--- config.mk ---
export PLATFORM = sky130hd
export DESIGN_NAME = char_sequencer
export DESIGN_NICKNAME = d
export VERILOG_FILES = /design/src/rtl/char_sequencer.sv
export SDC_FILE = /design/constraint.sdc
export NUM_CORES = 1
export LEC_CHECK = 0
export CAP_MARGIN = 20
export CORE_ASPECT_RATIO = 1.2
export CORE_MARGIN = 5
export CORE_UTILIZATION = 45
export CTS_CLUSTER_DIAMETER = 50
export CTS_CLUSTER_SIZE = 12
export DETAILED_ROUTE_END_ITERATION = 8
export GPL_TIMING_DRIVEN = 0
export MAX_ROUTING_LAYER = met4
export PLACE_DENSITY = 0.76
export SETUP_SLACK_MARGIN = 0.05
export SLEW_MARGIN = 20
export SYNTH_ARGS = -nofsm -noshare
export SYNTH_HDL_FRONTEND = slang
export SYNTH_SLANG_ARGS = --single-unit
--- constraint.sdc ---
create_clock -name CLOCK_50 -period 2.9 [get_ports CLOCK_50]
set_input_delay 0.58 -clock CLOCK_50 [delete_from_list [all_inputs] [get_ports CLOCK_50]]
set_output_delay 0.58 -clock CLOCK_50 [all_outputs]
set_load 0.005 [all_outputs]
--- src/rtl/char_sequencer.sv ---
// char_sequencer
//   Steps a 2-bit character code through 00 -> 01 -> 10 at a programmable rate.
//   C feeds the downstream character decoder/multiplexer stage.
//   Controls cover pause/hold, single-step, direction, speed and blanking.
// Ports
//   CLOCK_50  in   system clock, rising edge
//   KEY[3:0]  in   KEY[0] async active-low reset, KEY[1] step button (active-low)
//   SW[9:0]   in   SW[0] hold, SW[1] reverse, SW[2] blank, SW[9:8] speed
//   C[1:0]    out  character code (11 = blank)
//   LEDR[9:0] out  [9] hold state, [8] reverse, [7:0] wrap count
module char_sequencer #(
   parameter int unsigned TICK_DIV = 50_000_000
) (
   input  logic       CLOCK_50,
   input  logic [3:0] KEY,
   input  logic [9:0] SW,
   output logic [1:0] C,
   output logic [9:0] LEDR
);

   localparam int unsigned CntW = $clog2(TICK_DIV + 1);
   localparam logic [CntW-1:0] Div = CntW'(TICK_DIV);

   typedef enum logic {StRun, StHold} state_e;

   logic            w_rst_n;
   logic            w_unused;

   logic            r_key_meta;
   logic            r_key_sync;
   logic            r_key_prev;
   logic [4:0]      r_sw_meta;   // {speed[1:0], blank, reverse, hold}
   logic [4:0]      r_sw_sync;

   logic            w_hold;
   logic            w_rev;
   logic            w_blank;
   logic [1:0]      w_speed;
   logic            w_step;

   state_e          r_state;
   state_e          w_state_next;

   logic [CntW-1:0] r_cnt;
   logic [CntW-1:0] w_cnt_next;
   logic [CntW-1:0] w_period;
   logic [CntW-1:0] w_period_m1;
   logic            w_tick;
   logic            w_advance;
   logic            w_cnt_run;

   logic [1:0]      r_pos;
   logic [1:0]      w_pos_next;
   logic [7:0]      r_wrap;
   logic [7:0]      w_wrap_next;

   assign w_rst_n  = KEY[0];
   assign w_unused = ^{KEY[3:2], SW[7:3]};

   // Two-flop synchronizers; step button idles high, switches idle low.
   always_ff @(posedge CLOCK_50 or negedge w_rst_n) begin
      if (!w_rst_n) begin
         r_key_meta <= 1'b1;
         r_key_sync <= 1'b1;
         r_key_prev <= 1'b1;
         r_sw_meta  <= '0;
         r_sw_sync  <= '0;
      end else begin
         r_key_meta <= KEY[1];
         r_key_sync <= r_key_meta;
         r_key_prev <= r_key_sync;
         r_sw_meta  <= {SW[9:8], SW[2:0]};
         r_sw_sync  <= r_sw_meta;
      end
   end

   assign w_hold  = r_sw_sync[0];
   assign w_rev   = r_sw_sync[1];
   assign w_blank = r_sw_sync[2];
   assign w_speed = r_sw_sync[4:3];

   // Press = falling edge of the synced button.
   assign w_step = r_key_prev & ~r_key_sync;

   assign w_period    = Div >> w_speed;
   assign w_period_m1 = w_period - CntW'(1);

   // FSM state register
   always_ff @(posedge CLOCK_50 or negedge w_rst_n) begin
      if (!w_rst_n) begin
         r_state <= StRun;
      end else begin
         r_state <= w_state_next;
      end
   end

   // FSM next state
   always_comb begin
      w_state_next = r_state;
      unique case (r_state)
         StRun:   if (w_hold)  w_state_next = StHold;
         StHold:  if (!w_hold) w_state_next = StRun;
         default: w_state_next = StRun;
      endcase
   end

   // FSM outputs. The >= compare lets a speed-up mid-count tick immediately.
   always_comb begin
      w_tick    = 1'b0;
      w_advance = 1'b0;
      w_cnt_run = 1'b0;
      unique case (r_state)
         StRun: begin
            w_tick    = (r_cnt >= w_period_m1);
            w_advance = w_tick;
            w_cnt_run = !w_hold;
         end
         StHold: begin
            // A step arriving as hold drops is discarded.
            w_advance = w_step & w_hold;
         end
         default: ;
      endcase
   end

   // Datapath next state
   always_comb begin
      w_cnt_next  = '0;
      w_pos_next  = r_pos;
      w_wrap_next = r_wrap;
      if (w_cnt_run && !w_tick) begin
         w_cnt_next = r_cnt + CntW'(1);
      end
      if (w_advance) begin
         if (w_rev) begin
            if (r_pos == 2'd0) begin
               w_pos_next  = 2'd2;
               w_wrap_next = r_wrap + 8'd1;
            end else begin
               w_pos_next = r_pos - 2'd1;
            end
         end else begin
            if (r_pos == 2'd2) begin
               w_pos_next  = 2'd0;
               w_wrap_next = r_wrap + 8'd1;
            end else begin
               w_pos_next = r_pos + 2'd1;
            end
         end
      end
   end

   always_ff @(posedge CLOCK_50 or negedge w_rst_n) begin
      if (!w_rst_n) begin
         r_cnt  <= '0;
         r_pos  <= 2'd0;
         r_wrap <= 8'd0;
      end else begin
         r_cnt  <= w_cnt_next;
         r_pos  <= w_pos_next;
         r_wrap <= w_wrap_next;
      end
   end

   // Outputs are driven from registers only.
   assign C    = w_blank ? 2'b11 : r_pos;
   assign LEDR = {(r_state == StHold), w_rev, r_wrap};

endmodule

==> metrics.csv <==
stage;metric;value;unit
setup_path;most prevalent standard cell on the critical path;sky130_fd_sc_hd__ha_1;
sta;Fin. Hold Viols;0;
detailed_routing;number of search-and-repair iterations in the first detailed-routing pass;4;
sta;minimum setup slack in the final design;0.217;ns
setup_path;CP delay by family, top;simple AND/OR/NAND/NOR gates;
synthesis;most used flip-flop cell after synthesis;sky130_fd_sc_hd__dfrtp_1;
setup_path;type of the setup path with the least slack;reg -> reg;
outcome;outcome;completed;
sta;unrepaired setup endpoints after global routing;false;
power;Power Density;497;nW/um^2
cts;CTS HTree Levels;2;
setup_path;number of buffer and inverter stages on the critical path;1;
placed_design;final estimated routing congestion in global placement;0.805;
setup_path;master of the slowest instance on the critical path;sky130_fd_sc_hd__dfrtp_1;
setup_path;Worst EP arrival;2.88;ns
sta;final critical delay including setup and external delays;2.68;ns
cts;number of sinks handled by clock tree synthesis;50;
flow_run;number of maximum-capacitance violations;0;
placed_design;Port Buffer Count;19;
synthesis;Synth Area per Inst;10.6;um^2
placed_design;Cell Count Post-Placement;354;
sta;normalized max-slew margin;64.4;%
synthesis;synth unique cells;39;
detailed_routing;number of nets with antenna violations after routing;0;
setup_path;data required time at the worst endpoint;3.09;ns
cts;later-pin clock latency in the skew report;0.31;ns
cts;buffer type at the clock tree root;sky130_fd_sc_hd__clkbuf_8;
die;area of the core region;5710;um^2
die;starting density of the core;46.8;%
cts;hold buffer count at CTS;0;
synthesis;fraction of synthesis flops using an asynchronous set or reset pin;100;%
sta;final critical-path share of the clock period;92.5;%
die;Die Span Y;94.4;um
setup_path;worst reg2reg startpoint;r_sw_sync[3];
placed_design;half-perimeter wire length after placement;3460;um
sta;setup clock skew after layout;0.0102;ns
finish;share of final-layout standard cells stronger than drive strength 1;10.2;%
grt;sum of overflow across all layers after global routing;0;
setup_path;largest fanout on the critical path;6;
finish;Post-layout nets;324;
sta;setup violation total in the final timing report;0;
setup_path;element type at the critical path start;flop;
setup_path;critical path, cell by cell;and2b_2 -> inv_1 -> ha_1 -> ha_1 -> nand4_1 -> o21ai_0 -> and4_1 -> o31ai_4 -> o21ai_2 -> nand2_1 -> mux2_4;
synthesis;post-synthesis sequential area ratio;47.0;%
setup_path;worst reg2reg path depth;11;
setup_path;stage delay of the slowest cell on the critical path;0.44;ns
placed_design;worst setup slack after placement;0.119;ns
finish;non-filler instance count after layout;363;
setup_path;CP Capture Type;flop;
detailed_routing;post-detailed-routing wire length;4600;um
power;overall power after layout;1.55;mW
synthesis;Yosys warning count;0;
sta;Worst Hold Margin;0.238;ns
min_path;Hold/Removal Path Class;in -> async;
grt;via count of the first global-routing pass;1811;
synthesis;dominant cell type by area after synthesis;sky130_fd_sc_hd__dfrtp_1;
synthesis;Gate Count Post-Synth;253;
synthesis;Mapped Area;2670;um^2
synthesis;most frequent cells after synthesis;sky130_fd_sc_hd__dfrtp_1 (47), sky130_fd_sc_hd__nor2_1 (29), sky130_fd_sc_hd__ha_1 (27), sky130_fd_sc_hd__nand2_1 (18), sky130_fd_sc_hd__xnor2_1 (16);
grt;global-route wire length before repair;7990;um
grt;GR Util All Layers;13.8;%
die;I/O pin count;27;
synthesis;count of flip-flops with a built-in enable after synthesis;0;
detailed_routing;number of DRC violations after detailed-routing iteration 0;64;
finish;post-route core utilization;54.6;%
synthesis;share of Yosys cell area claimed by the top area cell type;44.0;%
setup_path;Worst R2R Setup Slack;0.22;ns
sta;Final Max Slew Viols;0;
die;number of rows in the core area;30;
die;width of the die;80.3;um
detailed_routing;routed vias/inst;5.05;
setup_path;r2r endpoint;r_wrap[1];
power;maximum vdd ir drop;0.000204;V
synthesis;library cell with the highest instance count after synthesis;sky130_fd_sc_hd__dfrtp_1;
die;die area;7580;um^2
cts;clock-pin transition on the worst setup and hold timing paths;0.10;ns
power;LEAKAGE;1.45;nW
detailed_routing;detailed-route wire length per cell;12.7;um
finish;synthesis-to-finish area growth;16.6;%
finish;Antenna Cells;0;
sta;upper clock frequency limit;373;MHz
sta;Least-Margin Pin Slew;0.535;ns
detailed_routing;number of vias after detailed routing;1833;
grt;pin count of the biggest net entering global routing;28;
synthesis;cell types occupying the most area after synthesis;sky130_fd_sc_hd__dfrtp_1 (44%), sky130_fd_sc_hd__ha_1 (13%), sky130_fd_sc_hd__xnor2_1 (5.2%);
cts;CTS max path bufs;2;
detailed_routing;residual DRC count;0;
cts;total CTS buffers;5;
cts;TritonCTS clock tree;built;
synthesis;number of storage elements in the synthesis netlist;50;
grt;initial antenna violation count;0;
area by class of cell:
class / count / area [um^2]
clock inverters: 3 / 47.5
fillers: 520 / 2590
inverters: 11 / 41.3
multi-input cells: 187 / 1350
plain buffers: 6 / 40.0
flip-flops and latches: 50 / 1250
repair buffers: 21 / 213
clock buffers: 5 / 68.8
well taps: 80 / 100
layer usage:
| layer | part of all wire [%] | global-route usage (%) | up-vias |
|---|---|---|---|
| li1 | - | - | 931 |
| met1 | 45 | 16.5 | 866 |
| met2 | 51 | 22.8 | 26 |
| met3 | 1.9 | 2.39 | 10 |
| met4 | 1.7 | 5.77 | 0 |
| met5 | 0 | - | - |
cells by family after synthesis:
logic type                 Yosys count  synth area share (%)
xor gates and xnor gates            30                  9.84
and+or+nand+nor                     95                  17.9
muxes                                4                  1.73
AOI/OAI and AO/OA                   28                  7.54
buffers and inverters               17                  3.04
DFF                                 50                  47.0
adders and majority gates           27                  12.6
other                                2                 0.281
sequential cells by signal, indices dropped and copies added (netlist names):
name        count
r_state         1
r_wrap          8
r_cnt          26
r_pos           2
r_key_prev      1
r_key_meta      1
r_key_sync      1
r_sw_meta       5
r_sw_sync       5
what timing repair did:
item | 4_1_cts | 5_1_grt
setup buffers | 0 | 1
resized for setup | 0 | 2
endpoints found under the setup margin | 0 | 28
layout by cell type (no fill, tap or decap), types with 3 or more instances in the layout:
cell and instances:
sky130_fd_sc_hd__nand4_1 6, sky130_fd_sc_hd__nand2_1 17, sky130_fd_sc_hd__o21ai_0 8, sky130_fd_sc_hd__and2_1 3
sky130_fd_sc_hd__nand3_1 14, sky130_fd_sc_hd__xnor2_1 16, sky130_fd_sc_hd__and4_1 7, sky130_fd_sc_hd__inv_1 11
sky130_fd_sc_hd__nor2_1 29, sky130_fd_sc_hd__buf_2 3, sky130_fd_sc_hd__a21oi_1 8, sky130_fd_sc_hd__dfstp_2 3
sky130_fd_sc_hd__xor2_1 14, sky130_fd_sc_hd__and3_1 9, sky130_fd_sc_hd__ha_1 27, sky130_fd_sc_hd__clkbuf_8 5
sky130_fd_sc_hd__clkdlybuf4s50_1 18, sky130_fd_sc_hd__a21o_1 3, sky130_fd_sc_hd__dfrtp_1 47, sky130_fd_sc_hd__buf_4 3
sky130_fd_sc_hd__conb_1 3
power by group:
part | switching, mW | internal (mW) | total, mW | leakage (nW)
sequential | 0.0508 | 0.746 | 0.797 | 0.652
clock | 0.237 | 0.263 | 0.500 | 0.0591
combinational | 0.108 | 0.143 | 0.251 | 0.737
total | 0.395 | 1.15 | 1.55 | 1.45
through the flow:
stage          TNS, ns  cell area [um^2]
3_5_place_dp         0              2980
3_3_place_gp     -4.85              2970
2_1_floorplan        0              2680
4_1_cts              0              3100
5_1_grt              0              3120
6_report             0              3120
worst max path at each step:
stage	from	endpoint	depth (start not counted)
global placement	KEY[0]	r_wrap[0]	1
finish	r_sw_sync[3]	r_wrap[1]	11
floorplan	r_sw_sync[3]	r_wrap[1]	11
global route	r_sw_sync[3]	r_wrap[7]	12
detailed placement	r_sw_sync[3]	r_cnt[11]	11
CTS	r_sw_sync[3]	r_cnt[19]	11
(Power assumes the default switching activity.)
